<file path="src/rtl/io_rx_pkg.sv">
// =============================================================================
// io_rx_pkg : shared constants and types for the IO port receiver
// Rev 1.0
// =============================================================================
`default_nettype none

package io_rx_pkg;

    localparam int   IO_RX_DATA_WIDTH    = 8;
    localparam int   IO_RX_DEFAULT_DEPTH = 16;
    // Write strobe is active-low, so "no write in progress" reads as 1.
    localparam logic IO_RX_STROBE_IDLE   = 1'b1;

    typedef logic [7:0] io_byte_t;

endpackage : io_rx_pkg

`default_nettype wire

</file>
<file path="src/rtl/io_port_rx_sync_fifo.sv">
// =============================================================================
// sync_fifo : show-ahead synchronous FIFO, count-based full/empty
// Rev 1.0
// =============================================================================
`default_nettype none

module sync_fifo #(
    parameter  int DATA_WIDTH = 8,
    parameter  int DEPTH      = 16,
    localparam int PTR_WIDTH  = $clog2(DEPTH),
    localparam int CNT_WIDTH  = $clog2(DEPTH) + 1
) (
    input  logic                  clk_i,
    input  logic                  reset_i,
    input  logic                  push_i,
    input  logic [DATA_WIDTH-1:0] push_data_i,
    input  logic                  pop_i,
    output logic [DATA_WIDTH-1:0] rd_data_o,
    output logic                  full_o,
    output logic                  empty_o,
    output logic [CNT_WIDTH-1:0]  count_o,
    output logic                  push_ok_o,
    output logic                  pop_ok_o
);

    logic [DATA_WIDTH-1:0] mem_q [DEPTH];
    logic [PTR_WIDTH-1:0]  wptr_q, wptr_d;
    logic [PTR_WIDTH-1:0]  rptr_q, rptr_d;
    logic [CNT_WIDTH-1:0]  count_q, count_d;

    assign empty_o = (count_q == '0);
    assign full_o  = (count_q == CNT_WIDTH'(DEPTH));
    assign count_o = count_q;
    // Storage is not reset, so the head is masked to zero while empty.
    assign rd_data_o = empty_o ? '0 : mem_q[rptr_q];

    always_comb begin
        pop_ok_o  = pop_i & ~empty_o;
        // A full FIFO still accepts when the head leaves in the same cycle.
        push_ok_o = push_i & (~full_o | pop_ok_o);
        wptr_d    = wptr_q;
        rptr_d    = rptr_q;
        if (push_ok_o) wptr_d = wptr_q + PTR_WIDTH'(1);
        if (pop_ok_o)  rptr_d = rptr_q + PTR_WIDTH'(1);
        count_d = count_q + CNT_WIDTH'(push_ok_o) - CNT_WIDTH'(pop_ok_o);
    end

    always_ff @(posedge clk_i or negedge reset_i) begin
        if (!reset_i) begin
            wptr_q  <= '0;
            rptr_q  <= '0;
            count_q <= '0;
        end else begin
            wptr_q  <= wptr_d;
            rptr_q  <= rptr_d;
            count_q <= count_d;
        end
    end

    always_ff @(posedge clk_i) begin
        if (push_ok_o) mem_q[wptr_q] <= push_data_i;
    end

endmodule : sync_fifo

`default_nettype wire

</file>
<file path="src/rtl/io_port_rx.sv">
// =============================================================================
// io_port_rx : captures one byte per CPU write strobe into a FIFO for a
//              valid/ready consumer. IO_RX_STATS_EN adds accept/drop counters.
// Rev 1.0
// =============================================================================
`default_nettype none

module io_port_rx
    import io_rx_pkg::*;
#(
    parameter  int DATA_WIDTH = IO_RX_DATA_WIDTH,
    parameter  int DEPTH      = IO_RX_DEFAULT_DEPTH,
    localparam int CNT_WIDTH  = $clog2(DEPTH) + 1
) (
    input  logic                  clk_i,
    input  logic                  reset_i,
    input  logic [DATA_WIDTH-1:0] data_i,
    input  logic                  io_wr_i,
    output logic [DATA_WIDTH-1:0] rd_data_o,
    output logic                  rd_valid_o,
    input  logic                  rd_ready_i,
    output logic                  full_o,
    output logic                  empty_o,
    output logic [CNT_WIDTH-1:0]  count_o,
    output logic                  overflow_o,
`ifdef IO_RX_STATS_EN
    output logic [15:0]           rx_total_o,
    output logic [7:0]            drop_total_o,
`endif
    input  logic                  ovf_clr_i
);

    logic wr_q, wr_d;
    logic ovf_q, ovf_d;
    logic push_req, pop, accept, drop;
    logic pop_ok;

    // Only the first low cycle of a strobe counts, however long it is held.
    assign push_req = ~io_wr_i & wr_q;
    assign pop      = rd_valid_o & rd_ready_i;
    assign drop     = push_req & ~accept;

    sync_fifo #(
        .DATA_WIDTH (DATA_WIDTH),
        .DEPTH      (DEPTH)
    ) u_fifo (
        .clk_i       (clk_i),
        .reset_i     (reset_i),
        .push_i      (push_req),
        .push_data_i (data_i),
        .pop_i       (pop),
        .rd_data_o   (rd_data_o),
        .full_o      (full_o),
        .empty_o     (empty_o),
        .count_o     (count_o),
        .push_ok_o   (accept),
        .pop_ok_o    (pop_ok)
    );

    assign rd_valid_o = ~empty_o;
    assign overflow_o = ovf_q;

    always_comb begin
        wr_d  = io_wr_i;
        ovf_d = ovf_q;
        if (ovf_clr_i) ovf_d = 1'b0;
        // A new drop outranks a clear issued in the same cycle.
        if (drop)      ovf_d = 1'b1;
    end

    always_ff @(posedge clk_i or negedge reset_i) begin
        if (!reset_i) begin
            wr_q  <= IO_RX_STROBE_IDLE;
            ovf_q <= 1'b0;
        end else begin
            wr_q  <= wr_d;
            ovf_q <= ovf_d;
        end
    end

`ifdef IO_RX_STATS_EN
    logic [15:0] rx_total_q, rx_total_d;
    logic [7:0]  drop_total_q, drop_total_d;

    always_comb begin
        rx_total_d   = rx_total_q;
        drop_total_d = drop_total_q;
        if (accept) rx_total_d = rx_total_q + 16'd1;
        if (drop && (drop_total_q != 8'hFF)) drop_total_d = drop_total_q + 8'd1;
    end

    always_ff @(posedge clk_i or negedge reset_i) begin
        if (!reset_i) begin
            rx_total_q   <= '0;
            drop_total_q <= '0;
        end else begin
            rx_total_q   <= rx_total_d;
            drop_total_q <= drop_total_d;
        end
    end

    assign rx_total_o   = rx_total_q;
    assign drop_total_o = drop_total_q;
`endif

    // pop_ok mirrors pop since rd_valid already gates it; kept for clarity.
    logic unused_pop_ok;
    assign unused_pop_ok = pop_ok;

endmodule : io_port_rx

`default_nettype wire

</file>
<file path="config.mk">
export PLATFORM = sky130hd
export DESIGN_NAME = io_port_rx
export DESIGN_NICKNAME = d
export VERILOG_FILES = /design/src/rtl/io_rx_pkg.sv /design/src/rtl/io_port_rx_sync_fifo.sv /design/src/rtl/io_port_rx.sv
export SDC_FILE = /design/constraint.sdc
export NUM_CORES = 1
export LEC_CHECK = 0
export BUFFER_PORTS_ARGS = -buffer_cell sky130_fd_sc_hd__buf_2
export CORE_ASPECT_RATIO = 0.5
export CORE_UTILIZATION = 35
export DETAILED_ROUTE_END_ITERATION = 8
export PLACE_DENSITY_LB_ADDON = 0.08
export SLEW_MARGIN = 15
export SYNTH_ARGS = -nofsm -noshare
export SYNTH_HDL_FRONTEND = slang
export SYNTH_SLANG_ARGS = --single-unit
</file>
<file path="constraint.sdc">
create_clock -name clk_i -period 6.6 [get_ports clk_i]
set_clock_uncertainty 0.1 [all_clocks]
set_input_delay 0.33 -clock clk_i [delete_from_list [all_inputs] [get_ports clk_i]]
set_output_delay 0.33 -clock clk_i [all_outputs]
set_load 0.005 [all_outputs]
</file>
# Word-level counts from Yosys, hierarchy flattened
# Memory sizes are Yosys's and may differ from the RTL's.
# Cells that the tools add are included.
word_totals:
  n_memories: 1
  reg_bits: 15
  ram_bits: 128
  inputBits: 13
  elab_cells: 28
  output_inout_bits: 17
classes:
  mux: 5
  n_reduce_logical: 2
  add_sub_neg: 4
  n_bitwise: 10
  eq_ne: 1
memory_table:
  columns: ["memory", "words", "word_bits", "read_ports", "rd_clocked_by_memory_dff", "wr", "line_no", "source"]
  rows:
  - ["u_fifo.mem_q", 16, 8, 1, 0, 1, "io_port_rx_sync_fifo.sv:26", "logic [DATA_WIDTH-1:0] mem_q [DEPTH];"]
ops:
  columns: ["cell", "count"]
  rows:
  - ["adder 4 x 1 -> 4 bit, second input constant", 2]
  - ["two-way mux 8 bit", 1]
  - ["adder 5 x 1 -> 5 bit", 1]
  - ["AND 1 bit", 5]
  - ["equality test 5 bit, second input constant", 1]
  - ["zero test 5 bit", 1]
  - ["subtractor 5 x 1 -> 5 bit", 1]
  - ["two-way mux 1 bit", 4]
  - ["inverter 1 bit", 4]
  - ["nonzero test 2 bit", 1]
  - ["bitwise OR 1 bit", 1]

# Depth between registers and ports, before layout
logic_depth:
  word_depth: 9
  ltp_mapped: 12
  depth_no_buf: 12

# Modules after synthesis
# Synthesis repeated with hierarchy kept, for this count alone.
hier_totals:
  cells_unflattened: 297
  hier_area_um2: 5885.6
by_module_without_submodules:
  columns: ["mod", "area_each_um2", "seq_area_each_um2", "instances", "cells_each"]
  rows:
  - ["sync_fifo", 5794.3, 4169.0, 1, 289]
  - ["io_port_rx", 91.3, 51.3, 1, 8]

# Least setup slack after synthesis
# OpenSTA, ideal clock, no wires.
synth_path:
  path_type: "flip-flop to flip-flop"
  startpoint: "register u_fifo.count_q[3] (netlist: u_fifo.count_o[3])"
  endpoint: "register u_fifo.count_q[4] (netlist: u_fifo.count_o[4])"
  n_path_buf: 0
  stages_incl_launch_ff: 13
  path_slack_ns: 4.095
  setup_time_ns: 0.123
  t_arrival_ns: 2.282
  period_less_slack_ns: 2.505
  required_ns: 6.377
  cell_sequence: "dfrtp_1 > inv_1 > ha_1 > nor4b_1 > nor2_1 > ha_1 > inv_1 > ha_1 > fa_1 > a21oi_1 > nor2_1 > nor2_1 > xnor2_1"
synth_between:
  elab_chain_cells: 8
  elab_cells_between_ends: 10
  cone_classes: "2 x add/sub; 1 x eq/ne; 6 x bitwise; 1 x reduce/logical"
synth_lines:
  columns: ["element", "line_no", "source"]
  rows:
  - ["start: declaration", "io_port_rx_sync_fifo.sv:29", "logic [CNT_WIDTH-1:0] count_q, count_d;"]
  - ["start signal: assignment", "io_port_rx_sync_fifo.sv:56", "count_q <= count_d;"]
  - ["zero test 5 bit (*)", "io_port_rx_sync_fifo.sv:31", "assign empty_o = (count_q == '0);"]
  - ["inverter 1 bit (*)", "io_port_rx_sync_fifo.sv:38, io_port_rx.sv:60", null]
  - ["AND 1 bit", "io_port_rx.sv:40", "assign pop = rd_valid_o & rd_ready_i;"]
  - ["AND 1 bit (*)", "io_port_rx_sync_fifo.sv:38", "pop_ok_o = pop_i & ~empty_o;"]
  - ["net pop_ok", "io_port_rx.sv:36", "logic pop_ok;"]
  - ["bitwise OR 1 bit", "io_port_rx_sync_fifo.sv:40", "push_ok_o = push_i & (~full_o | pop_ok_o);"]
  - ["AND 1 bit", "io_port_rx_sync_fifo.sv:40", null]
  - ["adder 5 x 1 -> 5 bit", "io_port_rx_sync_fifo.sv:45", "count_d = count_q + CNT_WIDTH'(push_ok_o) - CNT_WIDTH'(pop_ok_o);"]
  - ["subtractor 5 x 1 -> 5 bit (*)", "io_port_rx_sync_fifo.sv:45", null]
  - ["net u_fifo.count_d[4]", "io_port_rx_sync_fifo.sv:29", null]
# Mark *: on every way through the listed nets, which the timed path passes. The rest lies on a longest branch.
# A chain may end at the register's enable or synchronous reset.

# Worst setup path in the final report
layout_path:
  startpoint: "register u_fifo.rptr_q[1]"
  endpoint: "output rd_data_o[0]"
layout_between:
  elab_chain_cells: 2
layout_lines:
  columns: ["element", "line_no", "source"]
  rows:
  - ["start: declaration", "io_port_rx_sync_fifo.sv:28", "logic [PTR_WIDTH-1:0] rptr_q, rptr_d;"]
  - ["start signal: assignment", "io_port_rx_sync_fifo.sv:55", "rptr_q <= rptr_d;"]
  - ["memory (16 x 8 bit)", null, null]
  - ["two-way mux 8 bit", "io_port_rx_sync_fifo.sv:35", "assign rd_data_o = empty_o ? '0 : mem_q[rptr_q];"]
  - ["end: declaration", "io_port_rx.sv:19", "output logic [DATA_WIDTH-1:0] rd_data_o,"]
# No other way between the ends.

==> out/metrics.cfg <==
[status]
outcome=complete, no violations

[yosys]
yosysWarnings=0
synth_edf_count=128
synth_common_cells=edfxtp_1 (128), mux4_2 (20), a211oi_1 (16)
synth-simple-area-share_pct=4.13
yosysMostFrequentCell=edfxtp_1
synthDistinctLibCells=35
synth_compound_area_share_pct=2.66
synth_top_family_by_area=multiplexers
yosysTopAreaCell=edfxtp_1
synth_fa_ha_area_share_pct=2.68
yosys-top-cells-area=edfxtp_1 (65%), mux4_2 (7.7%), dfrtp_1 (6.0%)
synthDominantCellAreaShare_pct=65.4
synth.area.mux_share_pct=14.6
yosys_most_used_dff=edfxtp_1
ys_async_sr_fraction_pct=10.5
ys_seq_area_share_pct=71.8
avgSynthCellArea_um2=19.6
synth_nets=324
synth_area_um2=5870
synth_xor_area_share_pct=1.49
syn_inst=299
ys_ff_latch=143

[placement]
dpl_cell_area_um2=6220
globalplace.congestion=0.791
dp_hpwl_um=7800
io_buffers=29

[global_route]
grt_usage_pct=15.6
grt_max_degree=36
grt_pass1_wl_um=18500
grt_overflow=0
antenna_found_initial=0
grt_pass1_vias=2968

[power_and_ir_drop]
p_comb_share_pct=27.1
power_frac_clock_pct=35.6
internal_power_uw=2180
ir_worst_vdd_uv=187
power_frac_seq_pct=37.3
leakage_uw=0.00242
pwr_density_cell_nw_per_um2=445
p_sw_uw=909
p_sw_share_pct=29.4

[sta]
post-route-period-util_pct=49.0
final_max_slew_viol_count=0
tightest_slew_ps=927
hold_viol_final=0
fin_tns_setup_ps=0
timing.fmax_mhz=309
slew_headroom_pct=38.0
setup_viol=0
rsz0062_at_grt=no
period_needed_ps=3240

[cts]
clk_pin_slew_ps=60
insertion_delay_ps=410
clk_path_buf_depth=2
cts_buffers=17
cts_tree=built
clock_sinks=143
cts-root-buf=clkbuf_16
postCtsSetupBuffers=0
htreeDepth=4

[routing]
post_drt_wl_per_cell_um=21.4
drt_iter0_drc=155
via_per_inst=4.90
firstDrtPassIters=4
wl_um=12400
drc=0
ant_nets=0
vias=2829

[finish]
stdcell_area_um2=6950
final_nets=362
drive_above_1_share_pct=24.9
diodes=0
area_delta_synth_final_pct=18.3
fillers=1467

[floorplanning]
start_util_pct=35.8
rows=33
core_um2=16400
dieArea_um2=17300
die_w_um=185
num_io_pins=30
die_h_um=93.6

[setup_path]
rrSetupSlack_ps=3430
start_kind=flop
cp_data_required_time_ps=6170
critPathMaxFanout=35
worst_ep_arrival_time_ps=2810
critical_path_class=reg -> out
end_kind=output port

[run]
max-cap-violations=0

[worst_hold_path]
hp-class=in -> reg

[registers in the layout, indices dropped and copies added, names as in the netlist]
signal          count
u_fifo.rptr_q       4
u_fifo.mem_q      128
wr_q                1
u_fifo.count_o      5
overflow_o          1
u_fifo.wptr_q       4
[worst max-delay path: stages (launching register included)]
cell and delay (ps):
dfrtp_1 320, buf_4 480, mux4_1 630, nor2b_1 150
a211oi_1 470, a211oi_1 140, buf_2 180
[repair_timing]
action                    CTS  global route
gates resized for setup     0             0
hold buffers                3             0
hold endpoints to repair   16             0
[power by group through the flow]
| stage | combinational [µW] | sequential, µW | clock [µW] |
|---|---|---|---|
| after detailed placement | 853 | 1170 | 0 |
| after CTS | 858 | 1150 | 1120 |
| after global routing | 921 | 1160 | 1160 |
| after floorplan | 631 | 1120 | 0 |
| after global placement | 835 | 1160 | 0 |
| final | 836 | 1150 | 1100 |
[per-layer routing]
layer	vias to the layer above	GRT usage [%]	part of all wire (%)
li1	1278	-	-
met1	1501	22.6	48
met2	48	22.7	46
met3	2	3.97	5.1
met4	0	5.58	0.21
met5	-	0	0
[cell type report]
cell class | instances | area, µm² | share of cell area [%]
clock buffers | 17 | 425 | 6.12
clock inverters | 15 | 258 | 3.71
inverters | 12 | 45.0 | 0.648
multi-input cells | 128 | 1520 | 21.8
flip-flops and latches | 143 | 4220 | 60.8
well taps | 227 | 284 | 4.09
repair buffers | 35 | 198 | 2.85
[cell usage in the layout, fill, tap and decap left out, types with 2 or more instances in the layout]
master / n
bufinv_16: 6
inv_1: 12
xnor2_1: 7
mux4_1: 12
and3_1: 4
nand4_1: 2
inv_8: 2
mux2i_1: 8
a21o_1: 2
nor2b_1: 8
and2_1: 8
clkbuf_16: 17
nand3_1: 4
dlygate4sd3_1: 3
xor2_1: 3
clkinv_4: 3
buf_4: 3
mux4_2: 20
buf_2: 29
a21oi_1: 2
inv_6: 2
a211oi_1: 16
ha_1: 11
edfxtp_1: 128
nor2_1: 8
nand2_1: 4
dfrtp_1: 14
[through the flow]
| stage | instances | setup WS, ps | hold slack, ps | utilization [%] | power [µW] |
|---|---|---|---|---|---|
| floorplan | 299 | 4100 | -65.6 | - | 1750 |
| global placement | 542 | 3230 | 154 | 38.0 | 1990 |
| detailed placement | 542 | 3060 | 169 | 38.0 | 2020 |
| CTS | 577 | 3030 | 134 | 42.3 | 3130 |
| global route | 577 | 3250 | 179 | 42.4 | 3250 |
| finish | 577 | 3360 | 145 | 42.4 | 3090 |
[cells by family (layout without fill, tap and decap cells)]
kind of cell             count (synthesis)  count (layout)
AO/OA/AOI/OAI                           22              22
XOR/XNOR                                10              10
adder cells (fa/ha/maj)                 12              12
buffers and inverters                   28              79
flip-flops                             143             143
multiplexers                            41              41
AND/OR/NAND/NOR                         43              43
[worst paths after layout]
path | start | endpoint | cells past startpoint
min in group asynchronous | reset_i | u_fifo.count_o[2] | 2
hold / removal | rd_ready_i | overflow_o | 4
setup / recovery | u_fifo.rptr_q[1] | rd_data_o[0] | 6
setup reg to reg | u_fifo.count_o[2] | u_fifo.count_o[4] | 12
hold reg to reg | u_fifo.rptr_q[2] | u_fifo.rptr_q[2] | 1
max in group asynchronous | reset_i | wr_q | 2
(Power assumes the default switching activity.)
